--- src/rtl/rd53_cmd_pkg.sv ---
// Shared types and constants for the RD53A command-stream serializer.
package rd53_cmd_pkg;

  typedef logic [15:0] frame_t;

  localparam frame_t SYNC_WORD = 16'h817E;
  localparam frame_t NOOP_WORD = 16'h6969;

  typedef enum logic [1:0] {
    SEND_SYNC,
    SEND_DATA,
    SEND_NOOP
  } sel_state_e;

  typedef struct packed {
    logic   last;
    frame_t data;
  } cmd_entry_t;

endpackage

--- src/rtl/rd53_cmd_serializer_if.sv ---
// Valid/ready frame-input bus of the command serializer.
interface rd53_cmd_serializer_if;
  import rd53_cmd_pkg::*;

  frame_t FRAME_DATA;
  logic   FRAME_LAST;
  logic   FRAME_VALID;
  logic   FRAME_READY;

  modport master (
    output FRAME_DATA,
    output FRAME_LAST,
    output FRAME_VALID,
    input  FRAME_READY
  );

  modport slave (
    input  FRAME_DATA,
    input  FRAME_LAST,
    input  FRAME_VALID,
    output FRAME_READY
  );

endinterface

--- src/rtl/rd53_cmd_fifo.sv ---
// Synchronous command-frame FIFO; full/empty come from a registered occupancy count.
module rd53_cmd_fifo
  import rd53_cmd_pkg::*;
#(
  parameter int unsigned DEPTH = 8
) (
  input  logic       clk_i,
  input  logic       rst_ni,
  input  logic       push_i,
  input  cmd_entry_t wdata_i,
  output logic       full_o,
  input  logic       pop_i,
  output cmd_entry_t rdata_o,
  output logic       empty_o
);

  localparam int unsigned AW = $clog2(DEPTH);
  localparam int unsigned CW = AW + 1;

  cmd_entry_t    mem_q [DEPTH];
  logic [AW-1:0] wr_ptr_q, rd_ptr_q;
  logic [CW-1:0] count_q, count_d;
  logic          do_push, do_pop;

  assign full_o  = (count_q == CW'(DEPTH));
  assign empty_o = (count_q == '0);
  assign do_push = push_i && !full_o;
  assign do_pop  = pop_i && !empty_o;
  assign rdata_o = mem_q[rd_ptr_q];

  always_comb begin
    count_d = count_q;
    case ({do_push, do_pop})
      2'b10:   count_d = count_q + CW'(1);
      2'b01:   count_d = count_q - CW'(1);
      default: count_d = count_q;
    endcase
  end

  always_ff @(posedge clk_i or negedge rst_ni) begin
    if (!rst_ni) begin
      wr_ptr_q <= '0;
      rd_ptr_q <= '0;
      count_q  <= '0;
    end else begin
      if (do_push) wr_ptr_q <= wr_ptr_q + AW'(1);
      if (do_pop)  rd_ptr_q <= rd_ptr_q + AW'(1);
      count_q <= count_d;
    end
  end

  always_ff @(posedge clk_i) begin
    if (do_push) mem_q[wr_ptr_q] <= wdata_i;
  end

endmodule

--- src/rtl/rd53_cmd_serializer.sv ---
// RD53A CMD line generator: buffers frames, serializes MSB-first, inserts SYNC
// periodically at command boundaries and fills idle time with NOOP.
module rd53_cmd_serializer
  import rd53_cmd_pkg::*;
#(
  parameter int unsigned SYNC_INTERVAL = 32,
  parameter int unsigned FIFO_DEPTH    = 8
) (
  input  logic                        CMD_CLK,
  input  logic                        RESET_N,
  rd53_cmd_serializer_if.slave        frm_if,
  input  logic                        CLR_UNDERRUN,
  output logic                        CMD_OUT,
  output logic                        FRAME_START,
  output logic                        UNDERRUN
);

  localparam logic [7:0] SYNC_LIMIT = 8'(SYNC_INTERVAL);

  sel_state_e state_q, state_d;
  logic [3:0] bit_cnt_q;
  logic       first_q;
  frame_t     shift_q, shift_d;
  logic       cmd_out_q, cmd_out_d;
  logic       frame_start_q;
  logic [7:0] sync_cnt_q, sync_cnt_d;
  logic       mid_q, mid_d;
  logic       underrun_q, underrun_d;

  logic       boundary;
  logic       pop;
  logic       uflow;
  frame_t     word;
  logic       fifo_full, fifo_empty;
  cmd_entry_t fifo_rdata;

  rd53_cmd_fifo #(
    .DEPTH (FIFO_DEPTH)
  ) u_fifo (
    .clk_i   (CMD_CLK),
    .rst_ni  (RESET_N),
    .push_i  (frm_if.FRAME_VALID && frm_if.FRAME_READY),
    .wdata_i (cmd_entry_t'{last: frm_if.FRAME_LAST, data: frm_if.FRAME_DATA}),
    .full_o  (fifo_full),
    .pop_i   (pop),
    .rdata_o (fifo_rdata),
    .empty_o (fifo_empty)
  );

  assign frm_if.FRAME_READY = !first_q && !fifo_full;
  assign boundary           = (bit_cnt_q == 4'hF);

  // sync_cnt is bumped on the first bit of each non-sync frame rather than at
  // the boundary; the count is still settled long before the next boundary.
  always_comb begin
    state_d    = state_q;
    mid_d      = mid_q;
    sync_cnt_d = sync_cnt_q;
    pop        = 1'b0;
    uflow      = 1'b0;
    if (boundary) begin
      if (first_q || (!mid_q && (sync_cnt_q >= SYNC_LIMIT))) begin
        state_d    = SEND_SYNC;
        sync_cnt_d = '0;
      end else if (!fifo_empty) begin
        state_d = SEND_DATA;
        pop     = 1'b1;
        mid_d   = !fifo_rdata.last;
      end else begin
        state_d = SEND_NOOP;
        uflow   = mid_q;
      end
    end else if (frame_start_q && (state_q != SEND_SYNC) && (sync_cnt_q < SYNC_LIMIT)) begin
      sync_cnt_d = sync_cnt_q + 8'd1;
    end

    case (state_d)
      SEND_SYNC: word = SYNC_WORD;
      SEND_DATA: word = fifo_rdata.data;
      default:   word = NOOP_WORD;
    endcase

    if (boundary) begin
      shift_d   = {word[14:0], 1'b0};
      cmd_out_d = word[15];
    end else begin
      shift_d   = {shift_q[14:0], 1'b0};
      cmd_out_d = shift_q[15];
    end

    underrun_d = uflow ? 1'b1 : (CLR_UNDERRUN ? 1'b0 : underrun_q);
  end

  always_ff @(posedge CMD_CLK or negedge RESET_N) begin
    if (!RESET_N) begin
      state_q       <= SEND_NOOP;
      bit_cnt_q     <= 4'hF;
      first_q       <= 1'b1;
      shift_q       <= '0;
      cmd_out_q     <= 1'b0;
      frame_start_q <= 1'b0;
      sync_cnt_q    <= '0;
      mid_q         <= 1'b0;
      underrun_q    <= 1'b0;
    end else begin
      state_q       <= state_d;
      bit_cnt_q     <= bit_cnt_q + 4'd1;
      first_q       <= 1'b0;
      shift_q       <= shift_d;
      cmd_out_q     <= cmd_out_d;
      frame_start_q <= boundary;
      sync_cnt_q    <= sync_cnt_d;
      mid_q         <= mid_d;
      underrun_q    <= underrun_d;
    end
  end

  assign CMD_OUT     = cmd_out_q;
  assign FRAME_START = frame_start_q;
  assign UNDERRUN    = underrun_q;

endmodule

--- src/flat_wrapper.sv ---
// flat-port wrapper written by rule: the top's interface ports become plain ports
module rd53_cmd_serializer_flat import rd53_cmd_pkg::*;
#(
  parameter int unsigned SYNC_INTERVAL = 32,
  parameter int unsigned FIFO_DEPTH    = 8
)
  (CMD_CLK, RESET_N, CLR_UNDERRUN, CMD_OUT, FRAME_START, UNDERRUN, frm_if_FRAME_DATA, frm_if_FRAME_LAST, frm_if_FRAME_VALID, frm_if_FRAME_READY);
  rd53_cmd_serializer_if frm_if_i ();
  input  logic CMD_CLK;
  input  logic RESET_N;
  input  logic CLR_UNDERRUN;
  output logic CMD_OUT;
  output logic FRAME_START;
  output logic UNDERRUN;
  input wire logic [$bits(frm_if_i.FRAME_DATA)-1:0] frm_if_FRAME_DATA;
  input wire logic [$bits(frm_if_i.FRAME_LAST)-1:0] frm_if_FRAME_LAST;
  input wire logic [$bits(frm_if_i.FRAME_VALID)-1:0] frm_if_FRAME_VALID;
  output wire logic [$bits(frm_if_i.FRAME_READY)-1:0] frm_if_FRAME_READY;
  assign frm_if_i.FRAME_DATA = frm_if_FRAME_DATA;
  assign frm_if_i.FRAME_LAST = frm_if_FRAME_LAST;
  assign frm_if_i.FRAME_VALID = frm_if_FRAME_VALID;
  assign frm_if_FRAME_READY = frm_if_i.FRAME_READY;
  rd53_cmd_serializer #(.SYNC_INTERVAL(SYNC_INTERVAL), .FIFO_DEPTH(FIFO_DEPTH)) u_core (.CMD_CLK(CMD_CLK), .RESET_N(RESET_N), .frm_if(frm_if_i), .CLR_UNDERRUN(CLR_UNDERRUN), .CMD_OUT(CMD_OUT), .FRAME_START(FRAME_START), .UNDERRUN(UNDERRUN));
endmodule
--- config.mk ---
export PLATFORM = sky130hd
export DESIGN_NAME = rd53_cmd_serializer_flat
export DESIGN_NICKNAME = d
export VERILOG_FILES = /design/src/rtl/rd53_cmd_pkg.sv /design/src/rtl/rd53_cmd_serializer_if.sv /design/src/rtl/rd53_cmd_fifo.sv /design/src/rtl/rd53_cmd_serializer.sv /design/src/flat_wrapper.sv
export SDC_FILE = /design/constraint.sdc
export NUM_CORES = 1
export LEC_CHECK = 0
export CAP_MARGIN = 0
export CORE_UTILIZATION = 33
export CTS_CLUSTER_DIAMETER = 60
export DETAILED_ROUTE_END_ITERATION = 6
export GPL_ROUTABILITY_DRIVEN = 0
export PLACE_DENSITY = 0.52
export SLEW_MARGIN = 20
export SYNTH_ARGS = -nofsm -noshare
export SYNTH_HDL_FRONTEND = slang
export SYNTH_SLANG_ARGS = --single-unit
--- constraint.sdc ---
create_clock -name CMD_CLK -period 4.3 [get_ports CMD_CLK]
set_input_delay 0.86 -clock CMD_CLK [delete_from_list [all_inputs] [get_ports CMD_CLK]]
set_output_delay 0.86 -clock CMD_CLK [all_outputs]
set_load 0.01 [all_outputs]
Word-level counts from Yosys, hierarchy flattened --
Memory sizes are Yosys's and may differ from the RTL's. Cells that the tools add are included. Widths: inputs -> output; s select.
Storage, ports and cells: word-level logic and storage cells 70, input bits 21, memories 1, output and inout port bits 4, register bits after elaboration 45, memory bits (writable) 136
Memory list:
- u_core.u_fifo.mem_q | words 8, bits a word 17, read ports 1, clocked after memory_dff 0, write ports 1, line rd53_cmd_fifo.sv:20 | cmd_entry_t mem_q [DEPTH];
Operators by class: reductions and logical operators 21, equal/unequal tests 6, mux-type cells 20, order comparisons 2, bitwise logic cells 2, add/sub/neg operators 6
Operators by type and width (number):
- $pmux 16 s2 | 1
- $mux 8 | 3
- $mux 16 | 1
- $mux 1 | 11
- $add 4x1->4 const B | 2
- $add 8x1->8 const B | 1
- $eq 4x4->1 const B | 2
- $ge 8x6->1 const B | 1
- $lt 8x6->1 const B | 1
- $pmux 4 s2 | 1
- $reduce_bool 2->1 | 4
- $logic_and 1x1->1 | 7
- $add 3x1->3 const B | 2
- $mux 2 | 3
- $logic_not 1->1 | 5
- $eq 2x1->1 const B | 2
- $logic_not 4->1 | 1
- $sub 4x1->4 const B | 1
- $reduce_and 3->1 | 1
- $eq 2x2->1 const B | 1
- $logic_not 2->1 | 1
- $ne 2x2->1 const B | 1
- $not 1->1 | 2
- $reduce_and 2->1 | 1
- $logic_or 1x1->1 | 1

Depth between registers and ports, before layout --
Gate-level depths: netlist of run 1.
word-level depth 8, gate-level depth with buffers 10

Cells and area by module --
A second synthesis of run 1 with hierarchy kept.
Unflattened totals: cells, all modules 408, area, all modules 7367.1 µm²
Modules (own cells, without submodules):
- rd53_cmd_fifo | sequential area each 4334.2 µm², cells each 264, area an instance 5851.9 µm², times used 1
- rd53_cmd_serializer | sequential area each 858.3 µm², cells each 144, area an instance 1515.2 µm², times used 1

Least setup slack after synthesis of run 1 --
No wires, ideal clock.
path type in2reg, start in frm_if_FRAME_VALID, end mem u_core.u_fifo.mem_q[1][0] (netlist bit) (enable), data required time 3.888 ns, stages 4, setup time 0.412 ns, setup slack 1.062 ns, arrival time 2.826 ns, cell sequence inv_1 -> a211oi_1 -> nand2_1 -> nor3_1
On the way: longest elaborated chain between the ends 4
Ends and longest elaborated chain:
- start: declaration | line flat_wrapper.sv:17 | input wire logic [$bits(frm_if_i.FRAME_VALID)-1:0] frm_if_FRAME_VALID;
- $logic_and 1x1->1 | line rd53_cmd_serializer.sv:42 | .push_i (frm_if.FRAME_VALID && frm_if.FRAME_READY),
- $logic_and 1x1->1 | line rd53_cmd_fifo.sv:27 | assign do_push = push_i && !full_o;
- $mux 1 | line rd53_cmd_fifo.sv:53 | if (do_push) mem_q[wr_ptr_q] <= wdata_i;
- $mux 1 (not written as such) | line rd53_cmd_fifo.sv:53
- end: declaration | line rd53_cmd_fifo.sv:20
Every way passes these cells.

Worst setup path after layout of run 1 --
start in frm_if_FRAME_VALID, end reg u_core.u_fifo.count_q[3]
On the way: longest elaborated chain between the ends 4, elaborated cells between the ends (all ways) 6, classes of those cells eq/ne (2); mux (1); reduce/logical (3)
Ends and longest elaborated chain:
- $logic_and 1x1->1 (*) | line rd53_cmd_serializer.sv:42
- $logic_and 1x1->1 (*) | line rd53_cmd_fifo.sv:27
- $eq 2x1->1 or $eq 2x2->1 (tied branches) | line rd53_cmd_fifo.sv:33 | case ({do_push, do_pop})
- $pmux 4 s2 or $reduce_bool 2->1 (tied branches)
- end signal: assignment | line rd53_cmd_fifo.sv:48 | count_q <= count_d;
- end: declaration | line rd53_cmd_fifo.sv:22 | logic [CW-1:0] count_q, count_d;
Mark *: on every way between the ends. The rest lies on a longest branch, timed or not. A chain may end at the register's enable or synchronous reset.

==> results of run 1 <==
[per-stage QoR]
| stage | hold WS [ns] | setup slack, ns | std cells |
|---|---|---|---|
| 6_report | 0.441 | 0.981 | 708 |
| 3_3_place_gp | 0.433 | 0.801 | 676 |
| 2_1_floorplan | 0.425 | 1.06 | 377 |
| 3_5_place_dp | 0.439 | 0.559 | 676 |
| 4_1_cts | 0.454 | 0.991 | 708 |
| 5_1_grt | 0.459 | 0.831 | 708 |
[worst register-to-register path, delay by kind of cell (launching register included)]
| kind | cells | cell delay, ns |
|---|---|---|
| adder cells (fa/ha/maj) | 3 | 0.80 |
| AO/OA/AOI/OAI | 4 | 1.03 |
| flip-flops | 1 | 0.54 |
| AND/OR/NAND/NOR | 1 | 0.08 |
| buffers and inverters | 2 | 0.50 |
[logic make-up (layout without fill, tap and decap cells)]
logic type | Yosys count | after routing | share of synthesized area [%]
muxes | 57 | 57 | 14.3
other | 1 | 1 | 0.0530
and+or+nand+nor | 52 | 52 | 3.71
DFF | 180 | 180 | 73.4
buffers and inverters | 28 | 84 | 1.94
AOI/OAI and AO/OA | 42 | 42 | 3.84
adders and majority gates | 9 | 9 | 1.70
xor gates and xnor gates | 8 | 8 | 1.10
[power by group]
group | leakage, nW | internal [mW] | switching, mW | total (mW)
Combinational | 0.804 | 0.454 | 0.410 | 0.864
Clock | 0.270 | 0.817 | 0.637 | 1.45
Sequential | 1.76 | 2.09 | 0.196 | 2.29
Total | 2.84 | 3.36 | 1.24 | 4.61
[worst max-delay path by stage]
stage                       start                                   end  slack, ns  depth (start not counted)
2_1_floorplan  frm_if_FRAME_VALID   u_core.u_fifo.mem_q[1][0]$_DFFE_PP_       1.06                          4
3_5_place_dp   frm_if_FRAME_VALID  u_core.u_fifo.count_q[3]$_DFFE_PN0P_       0.56                          9
4_1_cts        frm_if_FRAME_VALID  u_core.u_fifo.count_q[3]$_DFFE_PN0P_       0.99                          9
5_1_grt        frm_if_FRAME_VALID  u_core.u_fifo.count_q[3]$_DFFE_PN0P_       0.83                          9
6_report       frm_if_FRAME_VALID  u_core.u_fifo.count_q[3]$_DFFE_PN0P_       0.98                          9
3_3_place_gp   frm_if_FRAME_VALID  u_core.u_fifo.count_q[3]$_DFFE_PN0P_       0.80                          9
[cells in the final DEF, fill, tap and decap left out, types with 4 or more instances in the layout]
master / instances
mux2_2: 12
nand2_1: 12
a22o_1: 5
ha_1: 8
dfrtp_1: 37
buf_4: 15
edfxtp_1: 136
a21oi_1: 16
nor2_1: 9
clkdlybuf4s50_1: 23
o21ai_0: 12
inv_1: 13
clkinv_2: 4
nand2b_1: 4
clkbuf_16: 17
dfstp_2: 6
mux2i_1: 11
nor2_2: 6
xnor2_1: 4
mux4_2: 34
[layout make-up]
type | count | area [um2] | share of cell area [%]
flip-flops and latches | 180 | 5190 | 62.8
multi-input cells | 169 | 1770 | 21.4
clock buffers | 21 | 450 | 5.44
repair buffers | 39 | 363 | 4.39
well taps | 275 | 344 | 4.16
clock inverters | 11 | 103 | 1.24
inverters | 13 | 48.8 | 0.590
[layer usage]
| layer | vias to the layer above | track usage, % | routed length (um) | share of wire (%) |
|---|---|---|---|---|
| met5 | - | 0 | 0 | 0 |
| met4 | 0 | 4.59 | 106 | 0.75 |
| met3 | 9 | 3.44 | 413 | 2.9 |
| met2 | 47 | 22.1 | 6970 | 49 |
| met1 | 1883 | 19.1 | 6670 | 47 |
| li1 | 1569 | - | - | - |
[sequential cells by signal, summed over array words and instances, names as in the netlist, 2 cells and up]
register and flops:
u_core.sync_cnt_q 8, u_core.state_q 2, u_core.bit_cnt_q 4, u_core.u_fifo.count_q 4
u_core.shift_q 15, u_core.u_fifo.mem_q 136, u_core.u_fifo.rd_ptr_q 3, u_core.u_fifo.wr_ptr_q 3
==> results.ini, run 1 <==
[logic_synthesis]
synth_area_mm2 = 0.00708
synth_enable_flop_cells = 136
yosys_register_bits = 180
synth.distinct_cells = 43
syn-num-nets = 407
async_flop_share_pct = 24.4
yosysMostFrequentCell = edfxtp_1
yosysWarnings = 0
yosys-top-cells-count = edfxtp_1 (136), dfrtp_1 (38), mux4_2 (34)
ys.flop_type = edfxtp_1
syn_inst = 377
ys_seq_area_share_pct = 73.4
synth_top_area_share_pct = 57.7
syn_area_per_cell_um2 = 18.8
synthTopCellsByArea = edfxtp_1 (58%), dfrtp_1 (13%), mux4_2 (11%)
synth_top_area_cell = edfxtp_1

[drt]
wl_mm = 14.2
dr.pass1.iters = 4
vias = 3508
via_per_inst = 4.95
dr.first_iter.drc_count = 309
ant_nets = 0
wire_per_inst_um = 20.0
post-route-drc-count = 0

[clock_network]
postCtsSetupBuffers = 0
cts.path.max_buffers = 2
cts-htree-levels = 4
clock_sinks = 180
clock-root-buffer = clkbuf_16
cts_tree = built
clkLatencyLatePin_ns = 0.42
clk_pin_slew_ns = 0.07
numCtsBuffers = 17
hold_buffers = 0
post_cts_resized = 0

[floorplanning]
coreArea_mm2 = 0.0210
initial_core_util_pct = 33.7
ios = 25
die_y_um = 148
dieArea_mm2 = 0.0220
dieWidth_um = 148
num_rows = 53

[placed_design]
place_hpwl_mm = 8.69
dpl-instance-area_mm2 = 0.00772
io_buffers = 24

[critical_path]
r2r_slack_ns = 1.25
cp_cell_sequence = clkdlybuf4s50_1 > inv_1 > a211oi_1 > inv_1 > ha_1 > ha_1 > a21oi_1 > o21ai_0 > o311ai_0
endpoint_kind = flip-flop
regToRegEndpoint = u_core.u_fifo.count_q[3]$_DFFE_PN0P_
critPathKind = input port to flip-flop
rr_worst_depth = 10
worstReg2RegStart = u_core.bit_cnt_q[0]$_DFF_PN1_
crit_required_ns = 4.59
cp.arrival_ns = 3.61
cp_top_family = compound AO/OA/AOI/OAI gates
startpoint_type = input port
critPathBufInv = 3
max_stage_delay_ns = 0.69
critPathMaxFanout = 8
crit_slowest_cell = a211oi_1

[final_layout]
diodes = 0
fin_area_mm2 = 0.00827
fillerInstances = 1870
utilization_pct = 39.4
fin_nets = 450
area_growth_pct = 16.9
drive_gt1_share_pct = 25.4

[global_routing]
antenna_found_initial = 0
gr-total-overflow = 0
grt_max_degree = 45
grt_pass1_wl_mm = 22.2
grt_use_total_pct = 14.1
grt_pass1_vias = 3749

[pwr]
power.leakage_nw = 2.84
peakVddDrop_v = 0.000250
powerDensity_mw_per_mm2 = 557
finalPower_mw = 4.61

[outcome]
outcome = completed

[timing]
setup_viol = 0
fin_setup_tns_ns = 0
slew_headroom_pct = 44.2
rsz0062_at_grt = false
finalHoldViolCount = 0
fin_crit_ns = 3.32
drv_slew = 0
tightest_slew_ns = 0.832
fmax_mhz = 301
fin_skew_ns = 0.0108
period_share_pct = 77.2

[flow_run]
maxCapViolCount = 0

[worst_hold_path]
hp-class = input port to asynchronous set/reset pin

(Power assumes the default switching activity.)
==> run 2: changes to the inputs <==
==> constraint.sdc (replaced) <==
create_clock -name CMD_CLK -period 3.2 [get_ports CMD_CLK]
set_input_delay 0.64 -clock CMD_CLK [delete_from_list [all_inputs] [get_ports CMD_CLK]]
set_output_delay 0.64 -clock CMD_CLK [all_outputs]
set_load 0.01 [all_outputs]
==> results.ini, run 2 (synthesis gave the netlist of run 1 again) <==
[outcome]
outcome = completed  ; unchanged

[clock_network]
cts.path.max_buffers = 2  ; unchanged
numCtsBuffers = 17  ; unchanged
hold_buffers = 0  ; unchanged
cts-htree-levels = 4  ; unchanged
cts_tree = built  ; unchanged
clk_pin_slew_ns = 0.07  ; about the same
clkLatencyLatePin_ns = 0.43  ; was 0.42 ns
postCtsSetupBuffers = 0  ; unchanged
post_cts_resized = 0  ; unchanged
clock_sinks = 180  ; unchanged
clock-root-buffer = clkbuf_16  ; unchanged

[floorplanning]
dieArea_mm2 = 0.0220  ; unchanged
die_y_um = 148  ; unchanged
ios = 25  ; unchanged
initial_core_util_pct = 33.7  ; unchanged
num_rows = 53  ; unchanged
dieWidth_um = 148  ; unchanged
coreArea_mm2 = 0.0210  ; unchanged

[timing]
fin_crit_ns = 2.82
fin_ws_ns = 0.384  ; was 0.981 ns
tightest_slew_ns = 0.733  ; was 0.832 ns
fin_setup_tns_ns = 0  ; unchanged
finalHoldViolCount = 0  ; unchanged
slew_headroom_pct = 51.1  ; was 44.2%
fmax_mhz = 355
rsz0062_at_grt = false  ; unchanged
period_share_pct = 88.0
fin_skew_ns = 0.0149  ; was 0.0108 ns
drv_slew = 0  ; unchanged
setup_viol = 0  ; unchanged

[pwr]
powerDensity_mw_per_mm2 = 752  ; was 557 mW/mm2
p_comb_share_pct = 19.3  ; was 18.8%
p_sw_share_pct = 28.4  ; was 27.0%
sequentialPowerShare_pct = 48.6  ; was 49.7%
peakVddDrop_v = 0.000459  ; was 0.000250 V
p_clk_share_pct = 32.1  ; was 31.6%
internal_power_mw = 4.50  ; was 3.36 mW
power.leakage_nw = 2.90  ; was 2.84 nW
netSwitchingPower_mw = 1.78  ; was 1.24 mW

[flow_run]
maxCapViolCount = 0  ; unchanged

[global_routing]
grt_use_met3_pct = 3.80  ; was 3.44%
grt_max_degree = 45  ; unchanged
grt_pass1_vias = 3774  ; was 3749
met2_usage_pct = 21.6  ; was 22.1%
grt_use_met1_pct = 18.6  ; was 19.1%
gr-total-overflow = 0  ; unchanged
busiest_layer = met2  ; unchanged
grt_pass1_wl_mm = 21.9  ; was 22.2 mm
antenna_found_initial = 0  ; unchanged
grt_use_total_pct = 13.8  ; was 14.1%

[drt]
dr.first_iter.drc_count = 245  ; was 309
ant_nets = 0  ; unchanged
via_per_inst = 4.94  ; was 4.95
wire_per_inst_um = 19.3  ; was 20.0 um
post-route-drc-count = 0  ; unchanged
vias = 3542  ; was 3508
wl_mm = 13.8  ; was 14.2 mm
dr.pass1.iters = 6  ; was 4

[final_layout]
stdcell_count = 717  ; was 708
drive_gt1_share_pct = 27.6  ; was 25.4%
regMostFlops = u_core.u_fifo.mem_q  ; unchanged
final_common_cell = edfxtp_1  ; unchanged
final_cell_mix = edfxtp_1 (136), dfrtp_1 (37), mux4_2 (34)  ; unchanged
largest_reg_flops = 136  ; unchanged
seqCellArea_mm2 = 0.00519  ; unchanged
area_growth_pct = 18.1  ; was 16.9%
fin_nets = 459  ; was 450
fillerInstances = 1891  ; was 1870
multi_input_area_mm2 = 0.00177  ; unchanged
reg_top3 = u_core.u_fifo.mem_q (136), u_core.shift_q (15), u_core.sync_cnt_q (8)  ; unchanged
diodes = 0  ; unchanged

[critical_path]
crit_start = u_core.u_fifo.count_q[0]$_DFFE_PN0P_  ; was frm_if_FRAME_VALID
endpoint_kind = flip-flop  ; unchanged
r2r_slack_ns = 0.38  ; was 1.25 ns
cp.arrival_ns = 3.11  ; was 3.61 ns
crit_required_ns = 3.49  ; was 4.59 ns
startpoint_type = flip-flop  ; was input port
worstReg2RegStart = u_core.u_fifo.count_q[0]$_DFFE_PN0P_  ; was u_core.bit_cnt_q[0]$_DFF_PN1_
critPathMaxFanout = 8  ; unchanged
regToRegEndpoint = u_core.u_fifo.count_q[3]$_DFFE_PN0P_  ; unchanged
rr_worst_depth = 7  ; was 10
crit_end = u_core.u_fifo.count_q[3]$_DFFE_PN0P_  ; unchanged
critPathKind = flip-flop to flip-flop  ; was input port to flip-flop

[placed_design]
dpl_worst_slack_ns = 0.180  ; was 0.559 ns
placedCellCount = 685  ; was 676
place_hpwl_mm = 8.37  ; was 8.69 mm
io_buffers = 24  ; unchanged

[worst_hold_path]
hp-class = input port to asynchronous set/reset pin  ; unchanged

-- run 2: cell count changes in the layout (fill, tap and decap cells not counted), moves of 2 or more --
| cell | previous run | this run |
|---|---|---|
| inv_8 | 1 | 4 |
| clkinv_8 | 0 | 2 |
| inv_6 | 2 | 7 |
| clkinvlp_4 | 2 | 0 |
| clkbuf_1 | 3 | 0 |
| clkinv_2 | 4 | 1 |
| buf_4 | 15 | 25 |
-- run 2: worst max-delay path: stages, from the launching register on --
cell	delay [ns]
dfrtp_1	0.46
nor4_1	0.67
a2111oi_4	0.13
ha_1	0.32
ha_1	0.31
a21oi_1	0.23
o21ai_0	0.17
o311ai_0	0.40
-- run 2: worst min path at each step --
stage                                              from                                    to  slack [ns]
after CTS                                       RESET_N      u_core.sync_cnt_q[7]$_DFFE_PN0P_        0.39
after global routing                            RESET_N  u_core.u_fifo.count_q[3]$_DFFE_PN0P_        0.23
final                                           RESET_N          u_core.FRAME_START$_DFF_PN0_        0.21
after floorplan                                 RESET_N              u_core.CMD_OUT$_DFF_PN0_        0.34
after global placement    u_core.bit_cnt_q[0]$_DFF_PN1_         u_core.bit_cnt_q[0]$_DFF_PN1_        0.43
after detailed placement  u_core.bit_cnt_q[0]$_DFF_PN1_         u_core.bit_cnt_q[0]$_DFF_PN1_        0.44
-- run 2: per-stage QoR --
step                instance area (um2)  utilization, %  hold slack, ns  power, mW
detailed placement                 7770            37.0           0.439       4.34
floorplan                          7080               -           0.344       3.90
global route                       8350            39.7           0.232       6.59
finish                             8350            39.7           0.209       6.28
CTS                                8350            39.7           0.390       6.37
global placement                   7770            37.0           0.433       4.30
-- run 2: layout make-up --
type,count,area share [%]
Multi-Input combinational cell,169,21.2
Tap cell,275,4.12
Clock inverter,15,1.83
Clock buffer,17,5.09
Sequential cell,180,62.2
Inverter,13,0.584
Timing Repair Buffer,48,5.00
-- run 2: power by group through the flow --
stage	clock (mW)	sequential [mW]	combinational, mW
2_1_floorplan	0	2.96	0.936
3_3_place_gp	0	3.09	1.20
3_5_place_dp	0	3.11	1.23
4_1_cts	2.07	3.06	1.24
5_1_grt	2.17	3.10	1.33
6_report	2.02	3.06	1.21
-- run 2: layer usage --
metal	share of wire (%)	wire, um	vias to the layer above
li1	-	-	1585
met1	48	6680	1884
met2	48	6650	56
met3	2.4	329	17
met4	1.2	166	0
met5	0	0	-
